--- config.mk ---
export PLATFORM = sky130hd
export DESIGN_NAME = strobe_timing_gen_flat
export DESIGN_NICKNAME = d
export VERILOG_FILES = /design/src/rtl/strobe_timing_gen_if.sv /design/src/rtl/strobe_timing_gen.sv /design/src/flat_wrapper.sv
export SDC_FILE = /design/constraint.sdc
export NUM_CORES = 1
export LEC_CHECK = 0
export BUFFER_PORTS_ARGS = -buffer_cell sky130_fd_sc_hd__buf_2
export CAP_MARGIN = 20
export CORE_ASPECT_RATIO = 1.25
export CORE_MARGIN = 3
export CORE_UTILIZATION = 54
export DETAILED_ROUTE_END_ITERATION = 10
export PLACE_DENSITY = 0.78
export SYNTH_ARGS = -nofsm -noshare
export SYNTH_HDL_FRONTEND = slang
export SYNTH_SLANG_ARGS = --single-unit
--- constraint.sdc ---
create_clock -name sys_clk -period 3.2 [get_ports sys_clk]
set_clock_uncertainty 0.1 [all_clocks]
set_input_delay 0.16 -clock sys_clk [delete_from_list [all_inputs] [get_ports sys_clk]]
set_output_delay 0.16 -clock sys_clk [all_outputs]
set_load 0.1 [all_outputs]
--- src/rtl/strobe_timing_gen_if.sv ---
// Timing-register bundle from the SPI register slave to strobe_timing_gen.
// The master modport is the register slave; the slave modport is the strobe generator.
interface strobe_timing_gen_if;
  logic [15:0] cfg_intclock;
  logic [15:0] cfg_sslowdelay;
  logic [15:0] cfg_sshighdelay;
  logic [15:0] cfg_lampenable;
  logic [15:0] cfg_countbase;
  logic [15:0] cfg_strbcount;

  modport master (
    output cfg_intclock, cfg_sslowdelay, cfg_sshighdelay,
           cfg_lampenable, cfg_countbase, cfg_strbcount
  );

  modport slave (
    input  cfg_intclock, cfg_sslowdelay, cfg_sshighdelay,
           cfg_lampenable, cfg_countbase, cfg_strbcount
  );
endinterface

--- src/rtl/strobe_timing_gen.sv ---
// Integration-period framer with SingleStrobe pulse and ContinuousStrobe square wave.
// Optional macro STROBE_FRAME_COUNT_EN adds a 16-bit frame_count output.
module strobe_timing_gen #(
  parameter int unsigned CLKS_PER_MS = 48000
) (
  input  logic               sys_clk,
  input  logic               sys_rst_n,
  strobe_timing_gen_if.slave cfg,
  output logic               int_start,
  output logic               int_active,
  output logic               single_strobe,
  output logic               cont_strobe
`ifdef STROBE_FRAME_COUNT_EN
  ,output logic [15:0]       frame_count
`endif
);

  localparam int unsigned PW = $clog2(CLKS_PER_MS);
  localparam logic [PW-1:0] PRESC_LAST = PW'(CLKS_PER_MS - 1);
  localparam logic [PW-1:0] PRESC_PRE  = PW'(CLKS_PER_MS - 2);

  typedef enum logic [1:0] {IDLE, LOAD, RUN} state_e;

  state_e        state_q, state_d;
  logic [PW-1:0] presc_q, presc_d;
  logic [15:0]   ms_q, ms_d;
  logic [15:0]   sh_int_q, sh_int_d;
  logic [15:0]   sh_hi_q, sh_hi_d;
  logic [15:0]   sh_lo_q, sh_lo_d;
  logic          sh_en_q, sh_en_d;
  logic          int_start_q, int_start_d;
  logic          int_active_q, int_active_d;
  logic          ss_q, ss_d;
  logic [15:0]   base_q, base_d;
  logic [15:0]   tick_q, tick_d;
  logic          cs_q, cs_d;
`ifdef STROBE_FRAME_COUNT_EN
  logic [15:0]   frame_count_q, frame_count_d;
`endif

  logic        lamp_on;
  logic [15:0] int_next, cb_eff, sc_eff, ms_next;
  logic        ms_boundary, period_end;
  logic        unused_lamp_bits;

  assign unused_lamp_bits = ^cfg.cfg_lampenable[15:1];

  // NOTE: every variable gets a default at the top of always_comb so no path leaves it unassigned (no latch).
  always_comb begin
    lamp_on  = cfg.cfg_lampenable[0];
    int_next = (cfg.cfg_intclock  == 16'd0) ? 16'd1 : cfg.cfg_intclock;
    cb_eff   = (cfg.cfg_countbase == 16'd0) ? 16'd1 : cfg.cfg_countbase;
    sc_eff   = (cfg.cfg_strbcount == 16'd0) ? 16'd1 : cfg.cfg_strbcount;

    // One cycle before each ms boundary: ms_next is the ms index the next cycle belongs to.
    ms_next     = ms_q + 16'd1;
    ms_boundary = (state_q == RUN) && (presc_q == PRESC_PRE);
    period_end  = ms_boundary && (ms_next == sh_int_q);

    state_d  = state_q;
    presc_d  = presc_q;
    ms_d     = ms_q;
    sh_int_d = sh_int_q;
    sh_hi_d  = sh_hi_q;
    sh_lo_d  = sh_lo_q;
    sh_en_d  = sh_en_q;
    ss_d     = ss_q;
    base_d   = base_q;
    tick_d   = tick_q;
    cs_d     = cs_q;

    case (state_q)
      IDLE: state_d = LOAD;
      LOAD: begin
        state_d = RUN;
        presc_d = '0;
        ms_d    = '0;
      end
      RUN: begin
        if (presc_q == PRESC_LAST) begin
          presc_d = '0;
          ms_d    = ms_next;
        end else begin
          presc_d = presc_q + PW'(1);
        end
        if (period_end) state_d = LOAD;
      end
      default: state_d = IDLE;
    endcase

    // Shadows are captured on entry to LOAD so the LOAD cycle's own strobe uses the same values.
    if (state_d == LOAD) begin
      sh_int_d = int_next;
      sh_hi_d  = cfg.cfg_sshighdelay;
      sh_lo_d  = cfg.cfg_sslowdelay;
      sh_en_d  = lamp_on;
      ss_d     = lamp_on && (cfg.cfg_sshighdelay == 16'd0) && (cfg.cfg_sslowdelay != 16'd0);
    end else if (ms_boundary) begin
      if (ms_next == sh_lo_q)
        ss_d = 1'b0;
      else if ((ms_next == sh_hi_q) && sh_en_q && (sh_hi_q < sh_lo_q))
        ss_d = 1'b1;
    end

    if (!lamp_on) begin
      ss_d    = 1'b0;
      sh_en_d = 1'b0;
      base_d  = '0;
      tick_d  = '0;
      cs_d    = 1'b0;
    end else if (base_q >= cb_eff - 16'd1) begin
      base_d = '0;
      if (tick_q >= sc_eff - 16'd1) begin
        tick_d = '0;
        cs_d   = ~cs_q;
      end else begin
        tick_d = tick_q + 16'd1;
      end
    end else begin
      base_d = base_q + 16'd1;
    end

    int_start_d  = (state_d == LOAD);
    int_active_d = (state_d != IDLE);
`ifdef STROBE_FRAME_COUNT_EN
    frame_count_d = (state_q == LOAD) ? frame_count_q + 16'd1 : frame_count_q;
`endif
  end

  // NOTE: sequential state uses non-blocking assignments so all flops update from pre-edge values.
  always_ff @(posedge sys_clk or negedge sys_rst_n) begin
    if (!sys_rst_n) begin
      state_q       <= IDLE;
      presc_q       <= '0;
      ms_q          <= '0;
      sh_int_q      <= '0;
      sh_hi_q       <= '0;
      sh_lo_q       <= '0;
      sh_en_q       <= 1'b0;
      int_start_q   <= 1'b0;
      int_active_q  <= 1'b0;
      ss_q          <= 1'b0;
      base_q        <= '0;
      tick_q        <= '0;
      cs_q          <= 1'b0;
`ifdef STROBE_FRAME_COUNT_EN
      frame_count_q <= '0;
`endif
    end else begin
      state_q       <= state_d;
      presc_q       <= presc_d;
      ms_q          <= ms_d;
      sh_int_q      <= sh_int_d;
      sh_hi_q       <= sh_hi_d;
      sh_lo_q       <= sh_lo_d;
      sh_en_q       <= sh_en_d;
      int_start_q   <= int_start_d;
      int_active_q  <= int_active_d;
      ss_q          <= ss_d;
      base_q        <= base_d;
      tick_q        <= tick_d;
      cs_q          <= cs_d;
`ifdef STROBE_FRAME_COUNT_EN
      frame_count_q <= frame_count_d;
`endif
    end
  end

  assign int_start     = int_start_q;
  assign int_active    = int_active_q;
  assign single_strobe = ss_q;
  assign cont_strobe   = cs_q;
`ifdef STROBE_FRAME_COUNT_EN
  assign frame_count   = frame_count_q;
`endif

endmodule

--- src/flat_wrapper.sv ---
// flat-port wrapper written by rule: the top's interface ports become plain ports
module strobe_timing_gen_flat 
#(
  parameter int unsigned CLKS_PER_MS = 48000
)
  (sys_clk, sys_rst_n, int_start, int_active, single_strobe, cont_strobe, cfg_cfg_intclock, cfg_cfg_sslowdelay, cfg_cfg_sshighdelay, cfg_cfg_lampenable, cfg_cfg_countbase, cfg_cfg_strbcount);
  strobe_timing_gen_if cfg_i ();
  input  logic sys_clk;
  input  logic sys_rst_n;
  output logic int_start;
  output logic int_active;
  output logic single_strobe;
  output logic cont_strobe;
  input wire logic [$bits(cfg_i.cfg_intclock)-1:0] cfg_cfg_intclock;
  input wire logic [$bits(cfg_i.cfg_sslowdelay)-1:0] cfg_cfg_sslowdelay;
  input wire logic [$bits(cfg_i.cfg_sshighdelay)-1:0] cfg_cfg_sshighdelay;
  input wire logic [$bits(cfg_i.cfg_lampenable)-1:0] cfg_cfg_lampenable;
  input wire logic [$bits(cfg_i.cfg_countbase)-1:0] cfg_cfg_countbase;
  input wire logic [$bits(cfg_i.cfg_strbcount)-1:0] cfg_cfg_strbcount;
  assign cfg_i.cfg_intclock = cfg_cfg_intclock;
  assign cfg_i.cfg_sslowdelay = cfg_cfg_sslowdelay;
  assign cfg_i.cfg_sshighdelay = cfg_cfg_sshighdelay;
  assign cfg_i.cfg_lampenable = cfg_cfg_lampenable;
  assign cfg_i.cfg_countbase = cfg_cfg_countbase;
  assign cfg_i.cfg_strbcount = cfg_cfg_strbcount;
  strobe_timing_gen #(.CLKS_PER_MS(CLKS_PER_MS)) u_core (.sys_clk(sys_clk), .sys_rst_n(sys_rst_n), .cfg(cfg_i), .int_start(int_start), .int_active(int_active), .single_strobe(single_strobe), .cont_strobe(cont_strobe));
endmodule
==> impl_metrics.tcl, run 1 <==
set metrics [dict create \
    status "complete, but fails checks" \
    violations "negative setup slack" \
    cts_sinks 119 \
    startpoint_type "primary input" \
    maxCapViolCount 0 \
    yosysTopAreaCell "dfrtp_1" \
    root_buffer "clkbuf_16" \
    hpwlAfterDp_mm 16.2 \
    synth-adder-area-share_pct 8.47 \
    syn_avg_cell_area_sq_um 9.19 \
    finalMaxSlewViolations 0 \
    grt-ovfl-total 0 \
    p_per_area_nw_per_um2 351 \
    drc 0 \
    pwr-share-seq_pct 39.1 \
    area_delta_synth_final_pct 32.9 \
    antenna_found_initial 0 \
    finalNonFillerCells 1387 \
    viasPerCell 5.95 \
    coreArea_sq_um 15700 \
    critical_path.startpoint "cfg_cfg_strbcount[7]" \
    cts_tree "built" \
    end_kind "flop" \
    synth_seq_area_share_pct 34.2 \
    yosys.area.top_type_share_pct 34.2 \
    htreeDepth 4 \
    synth_edf_count 0 \
    cts_buffers 17 \
    first_iter_violations 648 \
    placedCellCount 1294 \
    dieWidth_microns 120 \
    synthFlopType "dfrtp_1" \
    drt-wirelength-per-cell_microns 17.8 \
    dr.pass1.iters 7 \
    routed_wirelength_mm 24.7 \
    worst_slew_pin_slew_ns 0.710 \
    total_power_mw 4.07 \
    syn_inst 949 \
    clk_pin_slew_ns 0.06 \
    layout-drive-gt1-share_pct 24.3 \
    grt_max_degree 52 \
    grt_util_all_layers_pct 27.2 \
    fmax_mhz 254 \
    synth_xor_area_share_pct 12.2 \
    synth_compound_area_share_pct 11.7 \
    fin_hold_ws_ns 0.148 \
    rsz0062_at_grt "yes" \
    setup_ws_ns -0.731 \
    start_util_pct 55.5 \
    yosys-top-cells-area "dfrtp_1 34%, ha_1 8.5%, xnor2_1 6.5%" \
    r2r_start "u_core.presc_q[7]" \
    clock_path_buffers 2 \
    dieArea_sq_um 17700 \
    async_reset_ff_share_pct 100 \
    clkPwrFrac_pct 49.7 \
    nFillCells 1116 \
    min_period_ns 3.93 \
    crit_required_ns 3.46 \
    synthSimpleGateAreaFrac_pct 22.3 \
    insertion_delay_ns 0.43 \
    worstPathArrival_ns 4.19 \
    place_ws_ns -1.36 \
    worst_ir_drop_vdd_mv 0.428 \
    antenna_left 0 \
    route.vias.total 8248 \
    yosysUniqueCellTypes 67 \
    hold_path.class "primary input to flop" \
    synth-seq-cells 119 \
    fin_crit_sh_pct 123 \
    gp_congestion 0.891 \
    pin_count 102 \
    combPwrFrac_pct 11.2 \
    synth_nets 1106 \
    layout.nets 1319 \
    swShare_pct 25.7 \
    p_sw_mw 1.05 \
    holdCritStartpoint "cfg_cfg_lampenable[0]" \
    internal_power_mw 3.02 \
    p_leak_nw 5.16 \
    n_antenna_cell 0 \
    portBuffers 86 \
    hold_violations 0 \
    num_rows 51 \
    slew_headroom_pct 52.7 \
    synth_top_family_by_area "simple AND/OR/NAND/NOR gates" \
    die_h_microns 148 \
    grt_pass1_wl_mm 39.2 \
    yosysWarningCount 0 \
    synth.area.mux_share_pct 7.15 \
    path_class "primary input to flop" \
    cp_max_fo 6 \
    grt_pass1_vias 8208 \
    setup_viol 18 \
    synthesis.area_sq_um 8720 \
    tns_ns -11.13 \
]
logic make-up (layout without fill, tap and decap cells):
group / after synthesis / count (layout)
AOI/OAI and AO/OA: 155 / 155
xor gates and xnor gates: 112 / 112
adders and majority gates: 59 / 59
buffers and inverters: 81 / 306
DFF: 119 / 119
muxes: 56 / 56
and+or+nand+nor: 367 / 368
layout make-up:
| class | count | area, sq um | area share, % |
|---|---|---|---|
| Timing Repair Buffer | 234 | 1800 | 15.5 |
| Clock buffer | 17 | 425 | 3.67 |
| Tap cell | 212 | 265 | 2.29 |
| Clock inverter | 15 | 189 | 1.63 |
| Sequential cell | 119 | 2980 | 25.7 |
| Multi-Input combinational cell | 750 | 5780 | 49.9 |
| Inverter | 40 | 150 | 1.30 |
repair_timing:
item | in CTS | in global routing
hold buffers | 49 | 0
endpoints found under the hold margin | 98 | 0
gates cloned | 1 | 2
buffers inserted | 5 | 5
setup endpoints to repair | 32 | 81
gates resized for setup | 23 | 36
pin swaps | 21 | 18
registers in the layout (all words and copies together), names as in the netlist, 2 cells and up:
register	count
u_core.sh_hi_q	16
u_core.state_q	2
u_core.sh_lo_q	16
u_core.base_q	16
u_core.ms_q	16
u_core.presc_q	16
u_core.sh_int_q	16
u_core.tick_q	16
cells in the final DEF, fill, tap and decap left out, drive strengths merged, types with 6 or more instances in the layout:
cell type | synthesis | layout
nor3 | 23 | 23
mux2i | 6 | 6
o22ai | 11 | 11
o21ai | 45 | 45
nand2 | 82 | 82
nor2b | 6 | 6
nand2b | 30 | 31
xor2 | 41 | 41
mux2 | 50 | 50
inv | 39 | 46
nand4 | 28 | 28
nor4 | 26 | 26
or3 | 13 | 13
nor2 | 52 | 52
ha | 59 | 59
clkbuf | 24 | 19
nand3 | 50 | 50
or4 | 8 | 8
xnor3 | 6 | 6
xnor2 | 65 | 65
dfrtp | 119 | 119
buf | 17 | 183
dlygate4sd3 | 0 | 49
o31ai | 13 | 13
a21oi | 29 | 29
a21o | 15 | 15
and3 | 22 | 22
path summary, 6_finish.rpt:
check,endpoint,slack [ns],depth (start not counted)
max in group asynchronous,u_core.sh_lo_q[13],2.09,3
hold / removal,u_core.cont_strobe,0.15,3
setup / recovery,u_core.cont_strobe,-0.73,18
hold reg to reg,u_core.sh_lo_q[5],0.39,1
setup reg to reg,u_core.single_strobe,0.05,9
min in group asynchronous,u_core.base_q[11],0.23,2
critical path: stages:
cell and delay [ns]:
buf_6 0.09, or4_4 0.53, or3_4 0.35, or3_4 0.33
or3b_4 0.39, nor3_2 0.11, nor2_1 0.07, ha_2 0.19
nand2b_4 0.07, nand2b_4 0.17, nor3_4 0.05, xnor2_2 0.13
ha_2 0.31, nand4_1 0.20, a211oi_4 0.35, a21oi_4 0.14
or3_4 0.41, a21oi_2 0.12
power by group through the flow:
stage               registers (mW)  logic (mW)  clock network (mW)
floorplan                     1.60       0.193                   0
global placement              1.61       0.371                   0
detailed placement            1.61       0.382                   0
CTS                           1.59       0.440                2.03
global route                  1.59       0.506                2.10
finish                        1.59       0.457                2.02
cell usage after synthesis (15+ instances only):
cell	n
a21o_1	15
a21oi_1	29
and3_1	22
clkbuf_1	24
dfrtp_1	119
ha_1	59
inv_1	39
mux2_1	47
nand2_1	82
nand2b_1	30
nand3_1	50
nand4_1	27
nor2_1	52
nor3_1	23
nor4_1	24
o21ai_0	44
xnor2_1	65
xor2_1	41
routing by layer:
metal  track usage, %  part of all wire (%)  up-vias  wire [microns]
met5                0                     0        -               0
met4             12.6                   3.6        0             891
met3             4.11                   4.9       68            1200
met2             47.8                    51      293           12600
met1             33.0                    40     4003            9990
li1                 -                     -     3884               -
metrics by stage:
| step | util, % | area, sq um |
|---|---|---|
| global placement | 64.3 | 10100 |
| CTS | 72.4 | 11400 |
| floorplan | - | 8930 |
| finish | 73.8 | 11600 |
| detailed placement | 64.3 | 10100 |
| global route | 73.8 | 11600 |
(Power assumes the default switching activity.)
==> run 2, diff against run 1 <==
Settings changed: SKIP_LAST_GASP from default to 1.
==> impl_metrics.tcl, run 2 (synthesis results as in run 1) <==
set metrics [dict create \
    crit_required_ns 3.44 \
    layout-drive-gt1-share_pct 25.8 \
    antenna_left 0 \
    gp_congestion 0.891 \
    start_util_pct 55.5 \
    maxCapViolCount 0 \
    r2r_start "u_core.presc_q[7]" \
    min_period_ns 3.94 \
    n_antenna_cell 0 \
    insertion_delay_ns 0.43 \
    setup_ws_ns -0.738 \
    finalNonFillerCells 1396 \
    hold_path.class "primary input to flop" \
    worst_slew_pin_slew_ns 0.712 \
    rr_worst_depth 9 \
    grt_max_degree 52 \
    worstPathArrival_ns 4.17 \
    worst_ir_drop_vdd_mv 0.423 \
    coreArea_sq_um 15700 \
    area_delta_synth_final_pct 34.7 \
    critical_path.startpoint "cfg_cfg_strbcount[7]" \
    dieArea_sq_um 17700 \
    place_ws_ns -1.36 \
    crit_chain "buf_6 -> or4_4 -> or3_4 -> or3_4 -> or3b_4 -> nor3_2 -> nor2_1 -> ha_2 -> nand2b_4 -> nand2b_4 -> nor3_4 -> xnor2_2 -> ha_2 -> a21o_1 -> a21o_1 -> a21oi_2 -> o21ai_2 -> a21oi_4 -> buf_6 -> nand2b_4 -> o32ai_2" \
    dieWidth_microns 120 \
    hpwlAfterDp_mm 16.2 \
    clk_pin_slew_ns 0.06 \
    drc 0 \
    hold_violations 0 \
    worst_r2r_endpoint "u_core.single_strobe" \
    placedCellCount 1294 \
    grt-ovfl-total 0 \
    mostFrequentLayoutCells "119 x dfrtp_1, 95 x buf_4, 80 x nand2_1, 80 x buf_2, 64 x xnor2_1" \
    die_h_microns 148 \
    mostFrequentLayoutCell "dfrtp_1" \
    status "complete, but fails checks" \
    cp_max_fo 6 \
    viasPerCell 5.95 \
    path_class "primary input to flop" \
    holdPathStages 3 \
    crit_path_top_delay_cell "or4_4" \
    layout.nets 1328 \
    drt-wirelength-per-cell_microns 17.8 \
    routed_wirelength_mm 24.9 \
    fin_crit_sh_pct 123 \
    setup_viol 33 \
    finalMaxSlewViolations 0 \
    dr.pass1.iters 6 \
    grt_pass1_vias 8200 \
    rsz0062_at_grt "yes" \
    cts_sinks 119 \
    regToRegSetupSlack_ns 0.04 \
    cts_buffers 17 \
    p_per_area_nw_per_um2 347 \
    cts_tree "built" \
    end_kind "flop" \
    antenna_found_initial 0 \
    fmax_mhz 254 \
    htreeDepth 4 \
    p_leak_nw 5.21 \
    clock_path_buffers 2 \
    root_buffer "clkbuf_16" \
    nFillCells 1093 \
    cp-endpoint "u_core.tick_q[5]" \
    first_iter_violations 633 \
    violations "negative setup slack" \
    pin_count 102 \
    crit_path_frequent_cell "nand2b_4" \
    grt_util_all_layers_pct 27.1 \
    route.vias.total 8308 \
    portBuffers 86 \
    grt_pass1_wl_mm 39.1 \
    startpoint_type "primary input" \
    fin_hold_ws_ns 0.144 \
    slew_headroom_pct 52.5 \
    slowest_delay_ns 0.53 \
    num_rows 51 \
]
[run 2: cell count changes in the layout (fill, tap and decap cells not counted), moves of 5 or more]
cell / previous run / this run
buf_4: 88 / 95
nor2_1: 48 / 36
nor2_2: 4 / 9
nor2_4: 0 / 7
[run 2: report_power, final]
group / switching [mW] / internal [mW] / total [mW]
combinational: 0.222 / 0.244 / 0.466
sequential: 0.0484 / 1.54 / 1.59
clock: 0.776 / 1.24 / 2.02
[run 2: per-stage QoR]
stage                     power [mW]  TNS (ns)  instance area [sq um]  utilization (%)
after floorplan                 1.79    -18.37                   8930                -
after global placement          1.98    -26.95                  10100             64.3
after detailed placement        1.99    -29.34                  10100             64.3
after CTS                       4.06    -10.40                  11400             72.3
after global routing            4.20    -17.77                  11700             74.8
final                           4.07    -13.00                  11700             74.8
[run 2: worst min-delay path by stage]
stage | slack [ns] | endpoint | start
2_1_floorplan | -0.24 | u_core.base_q[0] | sys_rst_n
3_3_place_gp | 0.16 | u_core.base_q[11] | sys_rst_n
3_5_place_dp | 0.16 | u_core.base_q[11] | sys_rst_n
4_1_cts | 0.13 | u_core.cont_strobe | cfg_cfg_lampenable[0]
5_1_grt | 0.14 | u_core.cont_strobe | cfg_cfg_lampenable[0]
6_report | 0.14 | u_core.cont_strobe | cfg_cfg_lampenable[0]
[run 2: timing repair]
item / 4_1_cts / 5_1_grt
gates resized for setup: 21 / 60
hold endpoints to repair: 98 / 0
gates cloned: 1 / 2
hold buffers: 49 / 0
buffers inserted: 5 / 14
endpoints found under the setup margin: 32 / 81
pin swaps: 21 / 22
[run 2: routing by layer]
| layer | track usage (%) | wire [microns] | up-vias |
|---|---|---|---|
| met2 | 47.6 | 12700 | 294 |
| met3 | 4.11 | 1150 | 74 |
| met4 | 12.4 | 972 | 0 |
| met5 | 0 | 0 | - |
| met1 | 32.9 | 10100 | 4044 |
| li1 | - | - | 3896 |
[run 2: critical path, delay by kind of cell]
family                   cells  cell delay [ns]
buffers and inverters        2             0.25
adder cells (fa/ha/maj)      2             0.37
AND/OR/NAND/NOR             10             2.15
XOR/XNOR                     1             0.13
AO/OA/AOI/OAI                6             1.09
[run 2: cell type report]
cell class | count | area, sq um | area share [%]
clock buffers | 17 | 425 | 3.62
multi-input cells | 751 | 5870 | 50.0
flip-flops and latches | 119 | 2980 | 25.4
well taps | 212 | 265 | 2.26
clock inverters | 15 | 189 | 1.61
repair buffers | 242 | 1870 | 15.9
inverters | 40 | 150 | 1.28
